==> src/rtl/cla_seq_ctrl.sv <==
// Nibble-serial WIDTH-bit adder: one 4-bit carry-lookahead slice reused for WIDTH/4 cycles, optional subtract via CLA_SEQ_SUB_EN.
// Latency: result valid NIBBLES cycles after the input handshake edge; one operation in flight at a time.
// Backpressure: in_ready only in IDLE; DONE holds S/Cout/out_valid until out_ready.
module cla_seq_ctrl #(
    parameter int WIDTH = 16
) (
    input  logic             clk,
    input  logic             rst,
    input  logic             in_valid,
    output logic             in_ready,
    input  logic [WIDTH-1:0] A,
    input  logic [WIDTH-1:0] B,
    input  logic             Cin,
`ifdef CLA_SEQ_SUB_EN
    input  logic             sub,
`endif
    output logic             busy,
    output logic             out_valid,
    input  logic             out_ready,
    output logic [WIDTH-1:0] S,
    output logic             Cout
);

    localparam int NIBBLES = WIDTH / 4;
    localparam int IDX_W   = $clog2(NIBBLES);
    localparam logic [IDX_W-1:0] LAST_IDX = IDX_W'(NIBBLES - 1);

    typedef enum logic [1:0] {IDLE, RUN, DONE} state_t;

    state_t           state_q, state_d;
    logic [WIDTH-1:0] a_q, a_d;
    logic [WIDTH-1:0] b_q, b_d;
    logic [WIDTH-1:0] s_q, s_d;
    logic             carry_q, carry_d;
    logic             cout_q, cout_d;
    logic [IDX_W-1:0] idx_q, idx_d;

    logic [IDX_W+1:0] sh;
    logic [3:0]       a_nib, b_nib, g, p, sum;
    logic [4:0]       c;
    logic [WIDTH-1:0] b_in;
    logic             c_in;

    // Subtract folds into the same datapath: A + ~B + 1.
    always_comb begin
        b_in = B;
        c_in = Cin;
`ifdef CLA_SEQ_SUB_EN
        if (sub) begin
            b_in = ~B;
            c_in = 1'b1;
        end
`endif
    end

    // Two-level lookahead: every carry is a flat sum of products of G/P and carry_q.
    always_comb begin
        sh    = {idx_q, 2'b00};
        a_nib = a_q[sh +: 4];
        b_nib = b_q[sh +: 4];
        g     = a_nib & b_nib;
        p     = a_nib | b_nib;
        c[0]  = carry_q;
        c[1]  = g[0] | (p[0] & carry_q);
        c[2]  = g[1] | (p[1] & g[0]) | (p[1] & p[0] & carry_q);
        c[3]  = g[2] | (p[2] & g[1]) | (p[2] & p[1] & g[0])
              | (p[2] & p[1] & p[0] & carry_q);
        c[4]  = g[3] | (p[3] & g[2]) | (p[3] & p[2] & g[1])
              | (p[3] & p[2] & p[1] & g[0])
              | (p[3] & p[2] & p[1] & p[0] & carry_q);
        sum   = a_nib ^ b_nib ^ c[3:0];
    end

    always_comb begin
        state_d = state_q;
        a_d     = a_q;
        b_d     = b_q;
        s_d     = s_q;
        carry_d = carry_q;
        cout_d  = cout_q;
        idx_d   = idx_q;
        case (state_q)
            IDLE: begin
                if (in_valid) begin
                    a_d     = A;
                    b_d     = b_in;
                    carry_d = c_in;
                    idx_d   = '0;
                    state_d = RUN;
                end
            end
            RUN: begin
                s_d[sh +: 4] = sum;
                carry_d      = c[4];
                idx_d        = idx_q + 1'b1;
                if (idx_q == LAST_IDX) begin
                    cout_d  = c[4];
                    idx_d   = '0;
                    state_d = DONE;
                end
            end
            DONE: begin
                if (out_ready) begin
                    state_d = IDLE;
                end
            end
            default: state_d = IDLE;
        endcase
    end

    always_ff @(posedge clk) begin
        if (rst) begin
            state_q <= IDLE;
            a_q     <= '0;
            b_q     <= '0;
            s_q     <= '0;
            carry_q <= 1'b0;
            cout_q  <= 1'b0;
            idx_q   <= '0;
        end else begin
            state_q <= state_d;
            a_q     <= a_d;
            b_q     <= b_d;
            s_q     <= s_d;
            carry_q <= carry_d;
            cout_q  <= cout_d;
            idx_q   <= idx_d;
        end
    end

    assign in_ready  = (state_q == IDLE);
    assign busy      = (state_q != IDLE);
    assign out_valid = (state_q == DONE);
    assign S         = s_q;
    assign Cout      = cout_q;

endmodule

==> config.mk <==
export PLATFORM = sky130hd
export DESIGN_NAME = cla_seq_ctrl
export DESIGN_NICKNAME = d
export VERILOG_FILES = /design/src/rtl/cla_seq_ctrl.sv
export SDC_FILE = /design/constraint.sdc
export NUM_CORES = 1
export LEC_CHECK = 0
export ABC_AREA = 1
export BUFFER_PORTS_ARGS = -buffer_cell sky130_fd_sc_hd__clkbuf_2
export CAP_MARGIN = 10
export CORE_MARGIN = 4
export CORE_UTILIZATION = 48
export DETAILED_ROUTE_END_ITERATION = 16
export PLACE_DENSITY = 0.75
export RECOVER_POWER = 50
export SYNTH_ARGS = -nofsm -noshare
export SYNTH_HDL_FRONTEND = slang
export SYNTH_SLANG_ARGS = --single-unit
==> constraint.sdc <==
create_clock -name clk -period 2.3 [get_ports clk]
set_input_delay 0.345 -clock clk [delete_from_list [all_inputs] [get_ports clk]]
set_output_delay 0.345 -clock clk [all_outputs]
set_load 0.03 [all_outputs]
==> flow_summary.ini, run 1 <==
[placement]
dp.final_hpwl_mm = 4.31
placed_area_mm2 = 0.00293
gp_congestion = 0.981
port_buffers = 56

[synth]
synth.distinct_cells = 25
synth_nets = 402
synthCells = 349
synth_area_leader_cell = dfxtp_1
yosys_warnings = 0
synth_area_mm2 = 0.00255
synth-seq-cells = 54
ys_seq_area_share_pct = 42.3
synth_area_leaders = dfxtp_1 42%, nor2_1 11%, nand2_1 8.8%, ha_1 7.3%, o21ai_0 6.7%
yosysTopAreaCellShare_pct = 42.3
synth_area_per_cell_um2 = 7.32

[cts]
tritoncts = yes
numCtsBuffers = 5
clk_latency_ns = 0.31
cts_num_sinks = 54
cts_buffer_depth = 2
cts_root_buf = clkbuf_8
cts_max_level = 2
path_clk_slew_ns = 0.10

[final_layout]
fin_nets = 462
n_antenna_cell = 0
drive_gt1_share_pct = 17.8
area_delta_synth_final_pct = 19.7
fillers = 531
design_area_mm2 = 0.00306

[power_and_ir_drop]
powerDensity_mw_per_mm2 = 664
p_leak_nw = 1.34
irDropWorstVdd_mv = 0.370

[grt]
grt_start_max_net_pins = 35
grt_pass1_vias = 2209
grtUsageTotal_pct = 18.6
antenna_found_initial = 0
overflow = 0
grt_pass1_wl_mm = 9.66

[routing]
dr.pass1.iters = 4
vias = 2398
met3WireLength_um = 328
dr_wl_met2_mm = 2.64
ant_nets = 0
highest_layer = met4
wirelength_mm = 5.88
drt_iter0_drc = 129
wl_met1_mm = 2.74
drt-vias-per-instance = 5.00
drcViolationCount = 0
wl_per_cell_um = 12.2

[floorplan]
die_h_um = 80.9
initial_core_util_pct = 49.7
coreArea_mm2 = 0.00514
rows = 26
die_w_um = 80.9
die-area_mm2 = 0.00655
io_pins = 57

[outcome]
status = finished clean

[sta]
setup_viol = 0
post-route-period-util_pct = 92.8
fin_crit_ns = 2.13
relSlewSlack_pct = 41.4
hold_viol = 0
fin_hold_ws_ns = 0.278
tightestPinTransition_ns = 0.876
max_freq_ghz = 0.469
report.final.slew_viol_count = 0
skew_ns = 0.00570

[worst_setup_path]
crit_path_start_kind = flip-flop
crit_path_max_fanout = 6
critPathArrivalTime_ns = 2.38
cpMaxStageDelayCell = dfxtp_2
path_class = reg -> reg
path_cells = clkinvlp_4, buf_4, a32oi_2, inv_1, ha_1, inv_1, nand3_1, nand2_1, xor2_2, nand4_1, a21oi_1
worstPathRequired_ns = 2.55
critPathTopFamily = buffers and inverters
crit_top_cell = inv_1
path_buf_inv = 4
cp-end-kind = flip-flop
max_stage_delay_ns = 0.39

[flow_run]
drv_cap = 0

[hold_path]
hp-class = in -> reg
[through the flow]
stage	cells	power, mW	utilization, %	worst slack, ns	TNS [ns]
floorplan	349	1.34	-	0.133	0
global placement	469	1.47	57.0	0.183	0
detailed placement	469	1.48	57.0	0.126	0
CTS	477	2.02	58.9	0.0412	0
global route	480	2.13	59.5	-0.0291	-0.0323
finish	480	2.03	59.5	0.166	0
[timing repair]
action,4_1_cts,5_1_grt
buffers inserted,0,2
gates resized for setup,0,9
hold buffers,0,0
endpoints found under the setup margin,0,15
[area by class of cell]
| cell class | instances | area (um^2) | area share (%) |
|---|---|---|---|
| clock buffer | 6 | 82.6 | 2.70 |
| timing repair inverter | 1 | 5.00 | 0.164 |
| tap | 70 | 87.6 | 2.86 |
| inverter | 29 | 113 | 3.68 |
| timing repair buffer | 69 | 357 | 11.7 |
| clock inverter | 2 | 12.5 | 0.409 |
| multi-input combinational | 249 | 1320 | 43.1 |
| sequential | 54 | 1080 | 35.4 |
[worst register-to-register path, cell delays in order, from the launching register on]
cell and delay [ns]:
dfxtp_2 0.39, clkinvlp_4 0.17, buf_4 0.17, a32oi_2 0.31, inv_1 0.08, ha_1 0.19, inv_1 0.08, nand3_1 0.08
nand2_1 0.11, xor2_2 0.23, nand4_1 0.13, a21oi_1 0.14
[cells by family (layout without fill, tap and decap cells)]
group | after synthesis | after routing | share of synthesized area [%]
AOI/OAI and AO/OA | 76 | 76 | 16.7
xor gates and xnor gates | 2 | 2 | 0.686
adders and majority gates | 16 | 16 | 8.13
buffers and inverters | 46 | 107 | 7.10
DFF | 54 | 54 | 42.3
and+or+nand+nor | 155 | 155 | 25.0
[flip-flops by register name, indices dropped and copies added, names as in the netlist]
signal	count
idx_q	2
S	16
state_q	2
Cout	1
a_q	16
b_q	16
carry_q	1
[final timing paths]
path	start	endpoint	slack [ns]	cells after the start
worst max-delay path	idx_q[1]	S[6]	0.17	11
worst min-delay path	B[5]	b_q[5]	0.28	3
worst max register to register	idx_q[1]	S[6]	0.17	11
worst min register to register	S[11]	S[11]	0.47	2
[cell usage in the layout, fill, tap and decap left out, types with 2 or more instances in the layout]
master / n
clkbuf_1: 20
a32oi_2: 3
clkbuf_8: 6
nor2_2: 2
a32oi_1: 5
ha_1: 15
nand2_2: 2
a21oi_1: 28
inv_2: 3
clkbuf_2: 36
clkinvlp_4: 2
o21ai_0: 34
nand4_1: 4
dfxtp_1: 53
nand2_1: 60
nand3_1: 8
a22oi_1: 3
nor2_1: 77
inv_1: 25
buf_4: 11
[Yosys cell counts]
library cell  instances
nand3_1               8
nand4_1               4
a21o_1                1
clkinv_1              1
ha_1                 15
o21a_1                1
inv_2                 2
a32oi_1               8
dfxtp_1              54
buf_2                 7
inv_1                26
a22o_1                1
nor2_4                1
o21ai_0              34
nor2_2                3
a21oi_1              28
fa_1                  1
nor2_1               76
clkbuf_1              9
a22oi_1               3
nor4_4                1
nand2_2               2
xor2_1                2
nand2_1              60
buf_1                 1
[where the power goes]
group / leakage [nW] / total (mW) / internal, mW / switching [mW]
combinational: 0.850 / 0.449 / 0.170 / 0.279
sequential: 0.444 / 1.03 / 0.992 / 0.0345
clock: 0.0472 / 0.553 / 0.243 / 0.311
[routing by layer]
layer  global-route usage [%]  vias to the layer above
met5                        0                        -
met4                     9.29                        0
met3                     4.43                       18
met2                     29.8                       80
met1                     23.4                     1051
li1                         -                     1249
(Power assumes the default switching activity.)
==> run 2, diff against run 1 <==
==> constraint.sdc (replaced) <==
create_clock -name clk -period 1.7 [get_ports clk]
set_input_delay 0.255 -clock clk [delete_from_list [all_inputs] [get_ports clk]]
set_output_delay 0.255 -clock clk [all_outputs]
set_load 0.03 [all_outputs]
==> flow_summary.ini, run 2 (synthesized netlist as in run 1, its figures left out) <==
[floorplan]
initial_core_util_pct = 49.7
io_pins = 57
die_h_um = 80.9
coreArea_mm2 = 0.00514
rows = 26
die-area_mm2 = 0.00655
die_w_um = 80.9

[cts]
clk_latency_ns = 0.31
cts_num_sinks = 54
cts_buffer_depth = 2
path_clk_slew_ns = 0.10
cts_max_level = 2
numCtsBuffers = 5
tritoncts = yes
cts_root_buf = clkbuf_8

[power_and_ir_drop]
p_leak_nw = 1.53
power_frac_comb_pct = 29.9
p_sw_share_pct = 33.2
irDropWorstVdd_mv = 0.713
power.share.clock_pct = 23.7
p_seq_share_pct = 46.4
cellInternalPower_mw = 2.03
power_mw = 3.04
p_sw_mw = 1.01
powerDensity_mw_per_mm2 = 844

[sta]
tightestPinTransition_ns = 0.631
setup_ws_ns = -0.277
hold_viol = 0
fin_crit_ns = 1.98
setup_viol = 18
relSlewSlack_pct = 57.9
rsz0062_at_grt = true
report.final.slew_viol_count = 0
skew_ns = 0.00522
max_freq_ghz = 0.506
tns_ns = -3.77
fin_hold_ws_ns = 0.184
post-route-period-util_pct = 116

[placement]
gp_congestion = 0.915
dp.final_hpwl_mm = 4.37
port_buffers = 56

[worst_setup_path]
path_cells = buf_16, nand2_4, a32oi_4, inv_2, ha_4, inv_4, nand3_4, nand2_4, xor2_4, nand4_1, a21oi_2
crit_path_start_kind = flip-flop
cp-end-kind = flip-flop
worstRegToRegCells = 11
r2r-end = S[14]
critPathTopFamily = compound AO/OA/AOI/OAI gates
r2r_setup_slack_ns = -0.28
max_stage_delay_ns = 0.44
crit_top_cell = nand2_4
worstPathRequired_ns = 1.96
crit_path_max_fanout = 7
cpMaxStageDelayCell = dfxtp_4
critPathArrivalTime_ns = 2.23
path_buf_inv = 3
r2r_start = idx_q[0]
path_class = reg -> reg

[final_layout]
area_delta_synth_final_pct = 40.9
fin_nets = 482
layout_commonest_cell = nor2_1
final_cell_mix = 72 x nor2_1, 52 x dfxtp_1, 49 x nand2_1
drive_gt1_share_pct = 34.2
n_antenna_cell = 0
fillers = 411

[routing]
wirelength_mm = 7.01
drt-vias-per-instance = 5.21
dr.pass1.iters = 4
ant_nets = 0
drt_iter0_drc = 175
wl_per_cell_um = 14.0
vias = 2607
drcViolationCount = 0

[flow_run]
drv_cap = 0

[outcome]
violations = setup timing
status = finished, violations left

[grt]
overflow = 0
grt_pass1_vias = 2465
grt_pass1_wl_mm = 10.8
grtUsageTotal_pct = 20.8
grt_start_max_net_pins = 34
antenna_found_initial = 0

[hold_path]
hold_end = b_q[11]
hold-path-cell-count = 3
hp-class = in -> reg
hp-start = B[11]
run 2: timing repair:
item	4_1_cts	5_1_grt
setup endpoints to repair	18	19
pin swaps	19	15
hold buffers	0	0
setup buffers	8	1
gates cloned	2	0
gates resized for setup	39	32
run 2: power by group through the flow:
stage,sequential [mW],combinational [mW],clock (mW)
after floorplan,1.43,0.444,0
after detailed placement,1.42,0.679,0
final,1.41,0.909,0.719
after global placement,1.42,0.654,0
after global routing,1.42,0.987,0.777
after CTS,1.40,0.804,0.733
run 2: final cells by class:
class,instances,area (um^2),area share [%]
Timing Repair Buffer,89,564,15.7
Timing Repair inverter,1,8.76,0.243
Clock buffer,5,68.8,1.91
Multi-Input combinational cell,249,1620,45.0
Sequential cell,54,1090,30.3
Clock inverter,3,21.3,0.591
Inverter,29,139,3.86
Tap cell,70,87.6,2.43
run 2: how the worst max path moves through the flow:
stage	startpoint	slack, ns	depth (start not counted)	to
5_1_grt	idx_q[0]	-0.38	11	S[14]
2_1_floorplan	idx_q[0]	-0.09	10	S[13]
3_5_place_dp	idx_q[0]	-0.40	11	S[14]
4_1_cts	idx_q[1]	-0.22	11	S[14]
6_report	idx_q[0]	-0.28	11	S[14]
3_3_place_gp	idx_q[0]	-0.30	11	S[14]
run 2: stage by stage:
| step | util [%] | instances | area, um^2 | worst slack [ns] |
|---|---|---|---|---|
| 6_report | 70.0 | 500 | 3600 | -0.277 |
| 5_1_grt | 70.0 | 500 | 3600 | -0.380 |
| 4_1_cts | 67.8 | 499 | 3490 | -0.225 |
| 3_5_place_dp | 61.0 | 481 | 3140 | -0.403 |
| 3_3_place_gp | 61.0 | 481 | 3140 | -0.302 |
| 2_1_floorplan | - | 349 | 2680 | -0.0912 |
run 2: worst register-to-register path, stage by stage, from the launching register on:
cell	delay, ns
dfxtp_4	0.44
buf_16	0.16
nand2_4	0.06
a32oi_4	0.30
inv_2	0.09
ha_4	0.17
inv_4	0.06
nand3_4	0.07
nand2_4	0.09
xor2_4	0.20
nand4_1	0.13
a21oi_2	0.15
run 2: per-layer routing:
metal	global-route usage, %	vias up	share of wire [%]
met5	0	-	0
met4	8.78	0	2.9
met3	4.43	19	4.8
met2	37.8	77	52
met1	23.4	1220	40
li1	-	1291	-
